## src/rtl/jtframe_sdram_pkg.sv

```systemverilog
// Shared types for the SDRAM bank arbiter.
//   state_t      arbiter FSM states (IDLE, ISSUE, DATA)
//   BANKS        number of ROM bank requesters
//   bank_idx_t   bank index type
//   bank_onehot  index -> one-hot bank vector
package jtframe_sdram_pkg;

    localparam int BANKS = 4;

    typedef logic [1:0] bank_idx_t;

    typedef enum logic [1:0] {
        ST_IDLE  = 2'd0,
        ST_ISSUE = 2'd1,
        ST_DATA  = 2'd2
    } state_t;

    function automatic logic [BANKS-1:0] bank_onehot(input bank_idx_t idx);
        logic [BANKS-1:0] oh;
        oh      = '0;
        oh[idx] = 1'b1;
        return oh;
    endfunction

endpackage

```

## src/rtl/jtframe_sdram_rr_pick.sv

```systemverilog
// Combinational 4-way request picker.
//   req_i    per-bank request vector
//   ptr_i    round-robin start position (ignored with fixed priority)
//   idx_o    selected bank
//   valid_o  at least one request present
// Build option JTFRAME_ARB_FIXPRIO_EN: fixed priority bank0 > 1 > 2 > 3.
// Default: round-robin, first request found at ptr_i, ptr_i+1, ... (mod 4).
module jtframe_sdram_rr_pick
    import jtframe_sdram_pkg::*;
(
    input  logic [BANKS-1:0] req_i,
    input  bank_idx_t        ptr_i,
    output bank_idx_t        idx_o,
    output logic             valid_o
);

`ifdef JTFRAME_ARB_FIXPRIO_EN
    logic unused_ptr;
    assign unused_ptr = ^ptr_i;

    // Scan from the lowest priority upwards so the highest priority wins.
    always_comb begin
        idx_o   = '0;
        valid_o = 1'b0;
        for (int i = BANKS - 1; i >= 0; i--) begin
            if (req_i[i]) begin
                idx_o   = bank_idx_t'(i);
                valid_o = 1'b1;
            end
        end
    end
`else
    // Offsets scanned farthest-first so the offset nearest the pointer wins;
    // the 2-bit addition wraps naturally modulo 4.
    always_comb begin
        idx_o   = '0;
        valid_o = 1'b0;
        for (int k = BANKS - 1; k >= 0; k--) begin
            if (req_i[ptr_i + bank_idx_t'(k)]) begin
                idx_o   = ptr_i + bank_idx_t'(k);
                valid_o = 1'b1;
            end
        end
    end
`endif

endmodule

```

## src/rtl/jtframe_sdram_bank_arb.sv

```systemverilog
// SDRAM command/read port arbiter shared by four ROM bank requesters and
// the ROM download (prog) port. One transaction in flight at a time.
// Ports:
//   clk, rst_n                 clock, asynchronous active-low reset
//   ba0..ba3_addr, ba_rd       per-bank read address / level request
//   ba_ack, ba_dst, ba_dok,
//   ba_rdy, data_read          per-bank accept / first word / data valid /
//                              last word pulses, registered read data
//   prog_en, prog_we, prog_ba,
//   prog_addr, prog_ack        download port (owns SDRAM while prog_en)
//   rfsh                       refresh window, blocks new grants
//   cmd_req, cmd_wr, cmd_ba,
//   cmd_addr, cmd_ack          command interface to the SDRAM core
//   rd_valid, rd_data          read words returned by the core
//   busy, tout_err             FSM not idle / sticky read-timeout flag
// Build option JTFRAME_ARB_FIXPRIO_EN: fixed bank priority, no rr pointer.
module jtframe_sdram_bank_arb
    import jtframe_sdram_pkg::*;
#(
    parameter int AW    = 22,
    parameter int BURST = 2,
    parameter int TOUTW = 6
)(
    input  logic          clk,
    input  logic          rst_n,
    input  logic [AW-1:0] ba0_addr,
    input  logic [AW-1:0] ba1_addr,
    input  logic [AW-1:0] ba2_addr,
    input  logic [AW-1:0] ba3_addr,
    input  logic [3:0]    ba_rd,
    output logic [3:0]    ba_ack,
    output logic [3:0]    ba_dst,
    output logic [3:0]    ba_dok,
    output logic [3:0]    ba_rdy,
    output logic [15:0]   data_read,
    input  logic          prog_en,
    input  logic          prog_we,
    input  logic [1:0]    prog_ba,
    input  logic [AW-1:0] prog_addr,
    output logic          prog_ack,
    input  logic          rfsh,
    output logic          cmd_req,
    output logic          cmd_wr,
    output logic [1:0]    cmd_ba,
    output logic [AW-1:0] cmd_addr,
    input  logic          cmd_ack,
    input  logic          rd_valid,
    input  logic [15:0]   rd_data,
    output logic          busy,
    output logic          tout_err
);

    localparam int               CW        = (BURST > 1) ? $clog2(BURST) : 1;
    localparam logic [CW-1:0]    LAST_WORD = CW'(BURST - 1);
    localparam logic [TOUTW-1:0] TOUT_MAX  = '1;

    state_t        state_q, state_d;
    bank_idx_t     idx_q, idx_d;
    logic          wr_q, wr_d;
    logic [1:0]    cmd_ba_q, cmd_ba_d;
    logic [AW-1:0] cmd_addr_q, cmd_addr_d;
    logic [CW-1:0] wcnt_q, wcnt_d;
    logic [TOUTW-1:0] tout_q, tout_d;
    logic [3:0]    ack_q, ack_d, dst_q, dst_d, dok_q, dok_d, rdy_q, rdy_d;
    logic [15:0]   data_q, data_d;
    logic          prog_ack_q, prog_ack_d;
    logic          tout_err_q, tout_err_d;
    logic          bank_grant;

    bank_idx_t     rr_ptr;
    bank_idx_t     pick_idx;
    logic          pick_vld;
    logic [AW-1:0] pick_addr;
    logic [3:0]    own_oh;

    jtframe_sdram_rr_pick u_pick (
        .req_i   (ba_rd),
        .ptr_i   (rr_ptr),
        .idx_o   (pick_idx),
        .valid_o (pick_vld)
    );

`ifdef JTFRAME_ARB_FIXPRIO_EN
    assign rr_ptr = '0;
`else
    bank_idx_t rr_q;
    assign rr_ptr = rr_q;

    // Pointer moves past the winner only on an actual bank grant.
    always_ff @(posedge clk or negedge rst_n) begin
        if (!rst_n) begin
            rr_q <= '0;
        end else if (bank_grant) begin
            rr_q <= pick_idx + bank_idx_t'(1);
        end
    end
`endif

    always_comb begin
        unique case (pick_idx)
            2'd0:    pick_addr = ba0_addr;
            2'd1:    pick_addr = ba1_addr;
            2'd2:    pick_addr = ba2_addr;
            default: pick_addr = ba3_addr;
        endcase
    end

    assign own_oh = bank_onehot(idx_q);

    always_comb begin
        state_d    = state_q;
        idx_d      = idx_q;
        wr_d       = wr_q;
        cmd_ba_d   = cmd_ba_q;
        cmd_addr_d = cmd_addr_q;
        wcnt_d     = wcnt_q;
        tout_d     = tout_q;
        data_d     = data_q;
        tout_err_d = tout_err_q;
        ack_d      = '0;
        dst_d      = '0;
        dok_d      = '0;
        rdy_d      = '0;
        prog_ack_d = 1'b0;
        bank_grant = 1'b0;
        unique case (state_q)
            ST_IDLE: begin
                // Download ownership blocks bank reads entirely, even with
                // no write pending.
                if (!rfsh) begin
                    if (prog_en) begin
                        if (prog_we) begin
                            state_d    = ST_ISSUE;
                            wr_d       = 1'b1;
                            cmd_ba_d   = prog_ba;
                            cmd_addr_d = prog_addr;
                        end
                    end else if (pick_vld) begin
                        state_d    = ST_ISSUE;
                        wr_d       = 1'b0;
                        idx_d      = pick_idx;
                        cmd_ba_d   = pick_idx;
                        cmd_addr_d = pick_addr;
                        bank_grant = 1'b1;
                    end
                end
            end
            ST_ISSUE: begin
                if (cmd_ack) begin
                    if (wr_q) begin
                        prog_ack_d = 1'b1;
                        state_d    = ST_IDLE;
                    end else begin
                        ack_d   = own_oh;
                        wcnt_d  = '0;
                        tout_d  = '0;
                        state_d = ST_DATA;
                    end
                end
            end
            ST_DATA: begin
                if (rd_valid) begin
                    data_d = rd_data;
                    dok_d  = own_oh;
                    tout_d = '0;
                    wcnt_d = wcnt_q + CW'(1);
                    if (wcnt_q == '0) dst_d = own_oh;
                    if (wcnt_q == LAST_WORD) begin
                        rdy_d   = own_oh;
                        state_d = ST_IDLE;
                    end
                end else if (tout_q == TOUT_MAX) begin
                    // Lost data: release the requester without a data word.
                    tout_err_d = 1'b1;
                    rdy_d      = own_oh;
                    state_d    = ST_IDLE;
                end else begin
                    tout_d = tout_q + 1'b1;
                end
            end
            default: state_d = ST_IDLE;
        endcase
    end

    always_ff @(posedge clk or negedge rst_n) begin
        if (!rst_n) begin
            state_q    <= ST_IDLE;
            idx_q      <= '0;
            wr_q       <= 1'b0;
            cmd_ba_q   <= '0;
            cmd_addr_q <= '0;
            wcnt_q     <= '0;
            tout_q     <= '0;
            ack_q      <= '0;
            dst_q      <= '0;
            dok_q      <= '0;
            rdy_q      <= '0;
            data_q     <= '0;
            prog_ack_q <= 1'b0;
            tout_err_q <= 1'b0;
        end else begin
            state_q    <= state_d;
            idx_q      <= idx_d;
            wr_q       <= wr_d;
            cmd_ba_q   <= cmd_ba_d;
            cmd_addr_q <= cmd_addr_d;
            wcnt_q     <= wcnt_d;
            tout_q     <= tout_d;
            ack_q      <= ack_d;
            dst_q      <= dst_d;
            dok_q      <= dok_d;
            rdy_q      <= rdy_d;
            data_q     <= data_d;
            prog_ack_q <= prog_ack_d;
            tout_err_q <= tout_err_d;
        end
    end

    assign cmd_req   = (state_q == ST_ISSUE);
    assign busy      = (state_q != ST_IDLE);
    assign cmd_wr    = wr_q;
    assign cmd_ba    = cmd_ba_q;
    assign cmd_addr  = cmd_addr_q;
    assign ba_ack    = ack_q;
    assign ba_dst    = dst_q;
    assign ba_dok    = dok_q;
    assign ba_rdy    = rdy_q;
    assign data_read = data_q;
    assign prog_ack  = prog_ack_q;
    assign tout_err  = tout_err_q;

endmodule
```

## config.mk

```make
export PLATFORM = sky130hd
export DESIGN_NAME = jtframe_sdram_bank_arb
export DESIGN_NICKNAME = d
export VERILOG_FILES = /design/src/rtl/jtframe_sdram_pkg.sv /design/src/rtl/jtframe_sdram_rr_pick.sv /design/src/rtl/jtframe_sdram_bank_arb.sv
export SDC_FILE = /design/constraint.sdc
export NUM_CORES = 1
export LEC_CHECK = 0
export CORE_AREA = 2 2 100 102
export DETAILED_ROUTE_END_ITERATION = 10
export DIE_AREA = 0 0 102 104
export PLACE_DENSITY = 0.86
export SETUP_SLACK_MARGIN = 0.02
export SLEW_MARGIN = 10
export SYNTH_ARGS = -nofsm -noshare
export SYNTH_HDL_FRONTEND = slang
export SYNTH_HIERARCHICAL = 1
export SYNTH_SLANG_ARGS = --single-unit
```

## constraint.sdc

```tcl
create_clock -name clk -period 2.9 [get_ports clk]
set_clock_uncertainty 0.2 [all_clocks]
set_input_delay 0.58 -clock clk [delete_from_list [all_inputs] [get_ports clk]]
set_output_delay 0.58 -clock clk [all_outputs]
set_load 0.03 [all_outputs]
```

==> Yosys cells after proc, flatten, opt, wreduce, memory -nomap -nowiden <==
Index checks and enable logic that the tools add are counted.
{ "totals": {"reg_bits": 72} }
{ "op_classes": {"add_sub_neg": 6, "order_cmp": 6, "eq_ne": 15, "muxes": 66, "bitwise": 3, "reduce_logical": 13} }
{ "ops": {"columns": ["operator", "count"], "rows": [
  ["$mux W22", 3],
  ["$pmux W22 S3", 1],
  ["$mux W4", 12],
  ["$mux W2", 16],
  ["$mux W6", 4],
  ["$mux W1", 22],
  ["$reduce_and A4 Y1", 4],
  ["$lt A2 B3 Y1 const B", 5],
  ["$ne A3 B3 Y1 const B", 5],
  ["$pmux W6 S2", 1],
  ["$bmux W1 S2", 4],
  ["$add A6 B1 Y6 const B", 1],
  ["$eq A6 B6 Y1 const B", 1],
  ["$ne A2 B2 Y1 const B", 3],
  ["$pmux W2 S3", 1],
  ["$reduce_and A6 Y1", 1],
  ["$reduce_bool A2 Y1", 3],
  ["$add A2 B1 Y2 const B", 2],
  ["$add A2 B2 Y2 const B", 2],
  ["$eq A2 B1 Y1 const B", 2],
  ["$eq A2 B2 Y1 const B", 2],
  ["$logic_not A2 Y1", 2],
  ["$ne A2 B1 Y1 const B", 2],
  ["$not A1 Y1", 3],
  ["7 further kinds", 7]
]} }

==> Depth between registers and ports, before layout <==
Gate-level depths: netlist (run 1).
{ "depth": {"ltp_word": 11, "ltp_mapped": 10, "mapped_depth_nobuf": 9} }

==> Cells and area by module <==
The synthesis (run 1) kept the hierarchy.
{ "by_module_without_submodules": {"columns": ["module", "instances", "cells_per_inst", "area_per_inst_um2"], "rows": [
  ["jtframe_sdram_bank_arb", 1, 332, 3534.6],
  ["jtframe_sdram_rr_pick", 1, 13, 77.6]
]} }

==> Worst setup path after synthesis (run 1) <==
OpenSTA, ideal clock, no wires.
{ "synth_path": {"path_kind": "input-to-reg", "start": "input ba_rd[1]", "end": "register cmd_addr_q[12], in the netlist cmd_addr[12]", "setup_time_ps": 126, "arrival_ps": 2111, "required_ps": 2574, "slack_ps": 463, "cell_stages": 10, "path_buffers": 1, "cell_sequence": "nor3b_1 -> a211oi_1 -> nor2_1 -> inv_1 -> ha_1 -> clkbuf_1 -> a222oi_1 -> a211oi_1 -> a21oi_1 -> a21oi_1"} }
{ "synth_via": {"elab_chain_len": 10} }
{ "synth_lines": {"columns": ["element", "line", "rtl"], "rows": [
  ["start, declared", "jtframe_sdram_bank_arb.sv:30", "input logic [3:0] ba_rd,"],
  ["$bmux W1 S2", "jtframe_sdram_rr_pick.sv:39", "if (req_i[ptr_i + bank_idx_t'(k)]) begin"],
  ["$mux W1 (not written as such)", "jtframe_sdram_rr_pick.sv:39", null],
  ["$mux W2 (3 in a row)", "jtframe_sdram_rr_pick.sv:39", null],
  ["$mux W2 (*)", "jtframe_sdram_rr_pick.sv:39", null],
  ["via pick_idx[1]", "jtframe_sdram_bank_arb.sv:71", "bank_idx_t pick_idx;"],
  ["$eq A2 B2 Y1, or another cell as far along", "jtframe_sdram_bank_arb.sv:100", "unique case (pick_idx)"],
  ["$pmux W22 S3 (*)", "jtframe_sdram_bank_arb.sv:100", null],
  ["$mux W22 (*)", "jtframe_sdram_bank_arb.sv:138", "end else if (pick_vld) begin"],
  ["$mux W22 (*)", "jtframe_sdram_bank_arb.sv:131", "if (prog_en) begin"],
  ["end signal, assigned", "jtframe_sdram_bank_arb.sv:206", "cmd_addr_q <= cmd_addr_d;"],
  ["end, declared", "jtframe_sdram_bank_arb.sv:61", "logic [AW-1:0] cmd_addr_q, cmd_addr_d;"]
]} }
Mark *: on every way through the listed nets, which the timed path passes. The rest lies on a longest branch. The select of a mux whose other input is x is not followed.
A chain may end at the register's enable or synchronous reset.

==> Worst setup path in the final report (run 1) <==
{ "layout_path": {"start": "input ba_rd[0]", "end": "register cmd_addr_q[12], in the netlist cmd_addr[12]"} }
The elaborated chain is that of the path after synthesis.

==> metrics.csv, run 1 <==
stage,metric,value,unit
run_status,status,finished clean,
worst_setup_path,Crit Reg-Reg Endpoint,cmd_addr[12]$_DFFE_PN0P_,
worst_setup_path,slowest library cell on the worst path,clkdlybuf4s50_1,
final_layout,Antenna diodes,0,
grt,"Remaining Overflow, GRT",0,
sta,Slew HR,39.8,%
place,pre-CTS WS,-376,ps
sta,Final min period,2770,ps
sta,Least-Margin Pin Slew,902,ps
sta,RSZ-0062 raised after global routing,no,
synthesis,post-synthesis sequential area ratio,49.9,%
drt,DRC,0,
run,max_cap viols,0,
final_layout,fin util,63.9,%
place,DP HPWL,9.49,mm
synthesis,Synth area leader,dfrtp_1,
drt,Avg WL per Cell,17.9,um
clock_tree,Num CTS Buffers,9,
grt,initial antenna violation count,0,
die,die span in x,102,um
worst_setup_path,Critical Path Start Type,input port,
place,Placed Area,5880,um2
final_layout,Syn-to-layout area delta,69.0,%
clock_tree,Max clock buf depth,2,
clock_tree,H-tree depth,3,
clock_tree,clock root cell,clkbuf_8,
drt,vias per cell,5.32,
worst_setup_path,Crit path largest cell delay,530,ps
worst_setup_path,kind of critical path,in2reg,
final_layout,Fill cells,776,
synthesis,Synth area leaders,"dfrtp_1 (50%), mux2_2 (6.2%), a222oi_1 (6.1%)",
sta,final hold violations,0,
worst_setup_path,R2R depth,10,
place,I/O Buffers,199,
power_and_ir_drop,Leak,0.00254,uW
grt,vias in the first global route,3840,
clock_tree,CTS tree,done,
drt,Pre-antenna DRT Iters,7,
final_layout,final instance area,6100,um2
grt,first-pass GRT wire length,20.0,mm
sta,final worst-path setup slack,126,ps
power_and_ir_drop,PD cells,887,nW/um2
die,Initial Util,37.8,%
grt,total track usage,24.4,%
place,Placer Congestion,1.00,
drt,DR vias,3679,
synthesis,Synthesis Warnings,6,
synthesis,Cell variety after synth,42,
sta,crit share post-route,95.6,%
drt,total routed wirelength,12.4,mm
synthesis,Syn Inst Count,345,
die,Core Region,9550,um2
clock_tree,Worst-path clk slew,80,ps
synthesis,Post-Syn Area per Cell,10.5,um2
die,Ports,200,
drt,Starting DRT DRC Count,298,
drt,Post-DRT Antenna Nets,0,
worst_setup_path,"reg-to-reg slack, setup",310,ps
sta,Final setup viols,0,
worst_setup_path,crit end category,flip-flop,
clock_tree,Clock Latency Late Sink,350,ps
power_and_ir_drop,Peak supply drop,0.604,mV
final_layout,Multi-input gate area,1710,um2
worst_setup_path,Worst Path Arrival,2800,ps
synthesis,Seq cells post-synth,72,
die,die area,10600,um2
grt,largest net degree at the start of global routing,73,
worst_setup_path,CP Max Fanout,15,
synthesis,"Cell Area, Synth",3610,um2
final_layout,Reg area,1800,um2
sta,tightest hold margin,160,ps
clock_tree,clock tree sinks,72,
worst_setup_path,CP cell instances,clkdlybuf4s50_1 > nor2_2 > a211oi_1 > nor2_1 > buf_4 > ha_4 > buf_12 > a222oi_1 > a211oi_1 > a21oi_1 > a21oi_1,
synthesis,syn nets,489,
hold_path,Hold/Removal Path Class,in2async,
sta,Max Slew Vio Count,0,
final_layout,layout cells sized above 1,14.3,%
clock_tree,cts hold-fix bufs,0,
worst_setup_path,Reg-to-Reg Start,rr_ptr[1]$_DFFE_PN0P_,
synthesis,share of the synthesized area in the top cell type,49.9,%
final_layout,Nets,698,
worst_setup_path,CP Data Required Time,2930,ps
sta,Fmax,361,MHz
die,Die Y,104,um
die,Cell Rows,36,
power_and_ir_drop,Pwr Total,5410,uW
==> cell usage in the layout, fill, tap and decap left out, types with 6 or more instances in the layout <==
cell type	netlist	routed
clkdlybuf4s50_1	0	195
dfrtp_1	72	72
nor2_1	43	42
a21oi_1	34	33
nor2b_1	24	24
a222oi_1	22	22
mux2_2	20	20
buf_4	3	19
nand2_1	17	17
a211oi_1	16	16
o21ai_0	11	11
clkbuf_8	0	9
a221oi_2	7	7
nor3_1	6	6
==> cell families after synthesis <==
logic type      share of synthesized area (%)
simple gates                             15.4
compound gates                           21.4
buf+inv                                  3.78
flops                                    49.9
xor+xnor                                0.728
fa+ha+maj                                1.73
mux                                      7.07
==> report_power, final <==
part           switching [uW]  internal (uW)  total [uW]
clock                     406            314         720
combinational            1630           1450        3070
sequential                251           1370        1620
total                    2280           3130        5410
==> timing repair <==
| action | CTS | global route |
|---|---|---|
| buffers inserted | 0 | 2 |
| gates resized for setup | 2 | 9 |
| setup endpoints to repair | 1 | 8 |
| pin swaps | 2 | 5 |
==> sequential cells by signal (all words and copies together) (netlist names) <==
name       flops
tout_q         6
rr_ptr         2
ba_dok         4
ba_rdy         4
wcnt_q         1
tout_err       1
cmd_addr      22
ba_ack         4
ba_dst         4
cmd_ba         2
data_read     16
idx_q          2
state_q        2
cmd_wr         1
prog_ack       1
==> cells in the mapped netlist, drive strengths merged <==
cell type	number
and2	1
nand4bb	1
nor3	7
nor3b	1
nand3b	1
xor2	3
o21ai	11
nand2	18
mux2	20
buf	14
or3	1
nand4	1
a32o	1
a222oi	22
a21oi	34
and3	3
nor2	43
nor2b	24
ha	5
a31oi	1
o211a	1
clkbuf	10
o211ai	2
o22ai	1
o31ai	1
or2	1
nand2b	5
nor4	1
a211oi	18
mux2i	3
a31o	1
a21o	1
nand3	3
a221oi	7
dfrtp	72
inv	6
==> worst max-delay path, delay by kind of cell <==
kind                       cells  cell delay, ps
and+or+nand+nor                2             170
buffers and inverters          3             830
AOI/OAI and AO/OA              5            1040
adders and majority gates      1             170
==> through the flow <==
step / std cells / setup TNS, ps
4_1_cts: 690 / 0
3_5_place_dp: 674 / -4840
6_report: 692 / 0
5_1_grt: 692 / 0
3_3_place_gp: 674 / -1760
2_1_floorplan: 345 / 0
==> routing by layer <==
metal	GRT usage, %	vias up	routed length (um)
met3	6.05	34	861
met4	12.4	0	475
met2	37.8	162	5980
met5	0	-	0
met1	31.5	1788	5070
li1	-	1695	-
==> how the worst max path moves through the flow <==
stage                        start                       end  slack, ps  depth (start not counted)
after global placement    ba_rd[3]  cmd_addr[12]$_DFFE_PN0P_       -260                         10
final                     ba_rd[0]  cmd_addr[12]$_DFFE_PN0P_        130                         11
after floorplan           ba_rd[1]  cmd_addr[12]$_DFFE_PN0P_        460                         10
after detailed placement  ba_rd[1]  cmd_addr[12]$_DFFE_PN0P_       -380                         11
after global routing      ba_rd[0]  cmd_addr[12]$_DFFE_PN0P_         20                         11
after CTS                 ba_rd[1]  cmd_addr[12]$_DFFE_PN0P_         60                         11
==> cell type report <==
cell class	instances	share of cell area [%]
well taps	133	2.73
clock buffers	10	2.09
repair buffers	222	36.6
flip-flops and latches	72	29.5
clock inverters	6	0.697
inverters	6	0.369
multi-input cells	243	28.0
No activity file was read; power rests on OpenSTA's default activity.
==> inputs of run 2 (changes only) <==
ABC_CLOCK_PERIOD_IN_PS = 2900   (was unset)
HOLD_SLACK_MARGIN = 0.02   (was unset)
==> results of run 2 <==
Same layout as run 1: the final DEF is identical, and so are final timing and power.
==> RTL edit 1, RTL diff (flow settings as in run 1) <==
Re-encode `state_t` (3 states) as one-hot, 3 bits wide.
--- a/src/rtl/jtframe_sdram_pkg.sv
+++ b/src/rtl/jtframe_sdram_pkg.sv
@@ -11,6 +11,6 @@
 
-    typedef enum logic [1:0] {
-        ST_IDLE  = 2'd0,
-        ST_ISSUE = 2'd1,
-        ST_DATA  = 2'd2
+    typedef enum logic [2:0] {
+        ST_IDLE  = 3'b001,
+        ST_ISSUE = 3'b010,
+        ST_DATA  = 3'b100
     } state_t;
Formal check against the unedited RTL: same outputs for any inputs over 4 cycles, from zero or initial values and one cycle with rst_n low; so few cycles prove little.
==> RTL edit 1 against run 1 <==
  * Global-route usage decreased by 1.9 points
  * Register-to-register slack gained 0.06 ns
  * Cell count is 8.7% higher
  * Area after synthesis up 0.24%
  * Design area fell by 0.84%
  * Total power decreased by 4.2%
  * Setup slack gained 0.029 ns
  * Via count grew 4.5%
  * Maximum frequency increased by 1.1%
  * Synthesized cell count grew 21%
  * Routed wire length down 4.9%
  * Sequential cell count grew 1
  * Largest cell class unchanged
==> RTL edit 1: results (changes against run 1) <==
layout:
  finalNonFillerCells: 752  # +8.7%
  layout-drive-gt1-share: 0.0662  # -0.0769
  largest_reg_flops: 22  # unchanged
  fin_nets: 758  # +8.6%
  nFillCells: 813  # +4.8%
drt:
  drtIter0Drc: 202  # -32%
  vias_per_cell: 5.11  # -3.9%
  wl_per_cell_microns: 15.7  # -13%
logic_synthesis:
  synthTopCellsByCount: "nand2_1, dfrtp_1, a21oi_1, nor2_1, o21ai_0"
  synthDistinctLibCells: 37  # -12%
  avgSynthCellArea_sq_um: 8.68  # -17%
  seq_area_frac_synth: 0.505  # +0.00605
  syn_nets: 561  # +15%
  synthTopCellsByArea: "dfrtp_1, nand2_1, a21oi_1"
  ys.warnings.count: 6  # unchanged
worst_setup_path:
  path_delay_family: "compound AO/OA/AOI/OAI gates"
  slowest_delay_ns: 0.44  # -0.09 ns
  critPathArrivalTime_ns: 2.78  # -0.02 ns
  crit_fanout: 22  # +7
sta:
  slew_headroom: 0.413  # +0.0144
placement:
  gp_congestion: 0.873  # -13%
  dp_worst_setup_slack_ns: -0.230  # +0.147 ns
  port_buffers: 199  # unchanged
  dp.cells: 734  # +8.9%
  dpl-instance-area_sq_um: 5820  # -1.0%
clock_network:
  clk_latency_ns: 0.34
  postCtsResizedCells: 1  # -1
grt:
  grt_first_pass_wirelength_mm: 18.7  # -6.5%
  grt_antenna_before_repair: 0  # unchanged
  grt_max_degree: 74  # +1.4%
  grt.total_usage: 0.225  # -0.0189
  grt_pass1_vias: 3855  # +0.39%
power_and_ir_drop:
  irDropWorstVdd_mv: 0.382  # -37%
  p_leak_nw: 2.59  # +2.0%
run_status:
  status: "finished, final reports clean"
[RTL edit 1: routing by layer]
| layer | global-route usage | share of wire |
|---|---|---|
| met1 | 0.247 | 0.38 |
| met5 | 0 | 0 |
| met2 | 0.420 | 0.53 |
| met4 | 0.0714 | 0.018 |
| met3 | 0.0517 | 0.077 |
[RTL edit 1: worst paths after layout]
path                         startpoint           end  slack, ns
min                               rst_n  data_read[1]       0.14
min in group clk           data_read[5]  data_read[5]       0.28
min reg2reg                data_read[5]  data_read[5]       0.28
max                            ba_rd[1]   cmd_addr[1]       0.16
max reg2reg                   rr_ptr[1]   cmd_addr[1]       0.37
max in group asynchronous         rst_n  cmd_addr[21]       1.76
[RTL edit 1: logic make-up (layout without fill, tap and decap cells)]
logic type,Yosys count,in the layout,synth area share
AND/OR/NAND/NOR,182,182,0.214
AO/OA/AOI/OAI,111,111,0.194
flip-flops,73,73,0.505
buffers and inverters,36,238,0.0411
multiplexers,10,10,0.0290
adder cells (fa/ha/maj),5,5,0.0173
[RTL edit 1: cell type report]
type / count / area [sq um] / share of cell area
Clock inverter: 6 / 72.6 / 0.0120
Tap cell: 133 / 166 / 0.0275
Inverter: 7 / 26.3 / 0.00434
Clock buffer: 10 / 138 / 0.0227
Multi-Input combinational cell: 308 / 1660 / 0.275
Timing Repair Buffer: 215 / 2160 / 0.357
Sequential cell: 73 / 1830 / 0.302
[RTL edit 1: power by group]
group / leakage (nW) / internal (W) / total [W] / switching (W)
Clock: 0.104 / 0.000432 / 0.000845 / 0.000413
Combinational: 1.55 / 0.00120 / 0.00270 / 0.00150
Sequential: 0.937 / 0.00137 / 0.00164 / 0.000269
Total: 2.59 / 0.00300 / 0.00518 / 0.00218
==> RTL edit 2, RTL diff (flow settings as in run 1) <==
Made on the original files. Change the parameter `BURST` from 2 to 4.
--- a/src/rtl/jtframe_sdram_bank_arb.sv
+++ b/src/rtl/jtframe_sdram_bank_arb.sv
@@ -20,3 +20,3 @@
     parameter int AW    = 22,
-    parameter int BURST = 2,
+    parameter int BURST = 4,
     parameter int TOUTW = 6
Formal check against the unedited RTL: not equivalent (Yosys sat finds a counterexample within 10 cycles, from zero or initial values and one cycle with rst_n low).
==> RTL edit 2 against run 1 <==
  * First-iteration DRC count shrank 20%
  * Routed wire length shrank 8.3%
  * Largest power group unchanged
  * Design area shrank 0.39%
  * Largest cell class unchanged
  * Critical endpoint is now cmd_addr[2]
  * Highest routed layer unchanged
  * Setup slack gained 0.065 ns
  * Sequential cell count grew 1
  * Die area is the same
  * Area after synthesis grew 0.45%
  * Critical path type unchanged
  * Total power grew 1.9%
==> RTL edit 2: results (changes against run 1) <==
sta:
  tightest_slew_ns: 0.910  # +0.00755 ns
worst_setup_path:
  setup.worst_path.start: "ba_rd[1]"
  r2r-end: "cmd_addr[2]"
  rrSetupSlack_ns: 0.43  # +0.12 ns
  crit_fanout: 22  # +7
  critPathArrivalTime_ns: 2.72  # -0.08 ns
  slowest_delay_ns: 0.45  # -0.08 ns
layout:
  fin_nets: 701  # +0.43%
  nFillCells: 785  # +1.2%
  layout-drive-gt1-share: 0.107  # -0.0360
power_and_ir_drop:
  irDropWorstVdd_mv: 0.393  # -35%
  switching_share: 0.405  # -0.0166
  p_leak_nw: 2.49  # -1.8%
grt:
  grt_first_pass_wirelength_mm: 17.6  # -12%
  grt_max_degree: 74  # +1.4%
  grt.total_usage: 0.212  # -0.0322
drt:
  vias: 3621  # -1.6%
  drtIter0Drc: 237  # -20%
  wirelength_mm: 11.4  # -8.3%
placement:
  gp_congestion: 0.871  # -13%
  dp_worst_setup_slack_ns: -0.228  # +0.149 ns
  dp_hpwl_mm: 8.70  # -8.3%
logic_synthesis:
  synthTopCellsByArea: "dfrtp_1, mux2_2, a222oi_1"
  synthDistinctLibCells: 39  # -7.1%
  syn_nets: 498  # +1.8%
  seq_area_frac_synth: 0.503  # +0.00466
  synthTopCellsByCount: "dfrtp_1, nor2_1, a21oi_1, nor2b_1, a222oi_1"
clock_network:
  clockBufferDepth: 2  # unchanged
run_status:
  status: "finished, final reports clean"
-- RTL edit 2: worst max-delay path by stage --
stage                    to  slack (ns)  cells after the start
2_1_floorplan  cmd_addr[21]        0.45                     10
3_3_place_gp    cmd_addr[8]       -0.13                     11
3_5_place_dp   cmd_addr[21]       -0.23                     11
4_1_cts        cmd_addr[21]        0.13                     11
5_1_grt        cmd_addr[12]        0.02                     10
6_report        cmd_addr[2]        0.19                     11
-- RTL edit 2: layer usage --
metal,up-vias,global-route usage,routed length (microns)
met4,0,0.0829,288
met3,25,0.0504,939
met2,197,0.375,5820
li1,1698,-,-
met1,1701,0.243,4320
met5,-,0,0
-- RTL edit 2: repair_timing --
item                       in CTS  in global routing
hold endpoints to repair        0                  0
setup buffers                   0                  0
setup endpoints to repair       0                 10
resized for setup               0                  1
-- RTL edit 2: per-stage QoR --
step	total power [W]	cells	cell area, sq um	hold WS, ns	TNS [ns]
after global routing	0.00584	693	6080	0.241	0
after detailed placement	0.00464	677	5850	0.247	-3.34
after global placement	0.00455	677	5850	0.245	-1.34
final	0.00552	693	6080	0.169	0
after floorplan	0.00333	352	3630	0.0844	0
after CTS	0.00555	693	6080	0.201	0
-- RTL edit 2: area by class of cell --
class	instances	share of cell area
Sequential cell	73	0.300
Clock buffer	10	0.0226
Inverter	6	0.00370
Multi-Input combinational cell	251	0.277
Timing Repair Buffer	214	0.354
Tap cell	133	0.0274
Clock inverter	6	0.0144
-- RTL edit 2: cell families after synthesis --
logic type,Yosys count,synth area share
AO/OA/AOI/OAI,104,0.202
XOR/XNOR,2,0.00483
adder cells (fa/ha/maj),7,0.0241
buffers and inverters,28,0.0324
flip-flops,73,0.503
multiplexers,24,0.0731
AND/OR/NAND/NOR,114,0.160
-- RTL edit 2: critical path: cells and delay by family --
kind	cells	cell delay, ns
AO/OA/AOI/OAI	5	0.81
adder cells (fa/ha/maj)	1	0.22
buffers and inverters	3	0.69
AND/OR/NAND/NOR	2	0.40
-- RTL edit 2: power by group through the flow --
| stage | sequential (W) | clock, W | combinational [W] |
|---|---|---|---|
| 3_5_place_dp | 0.00165 | 0 | 0.00298 |
| 6_report | 0.00164 | 0.000900 | 0.00298 |
| 3_3_place_gp | 0.00164 | 0 | 0.00291 |
| 4_1_cts | 0.00164 | 0.000920 | 0.00299 |
| 5_1_grt | 0.00169 | 0.000966 | 0.00319 |
| 2_1_floorplan | 0.00223 | 0 | 0.00111 |
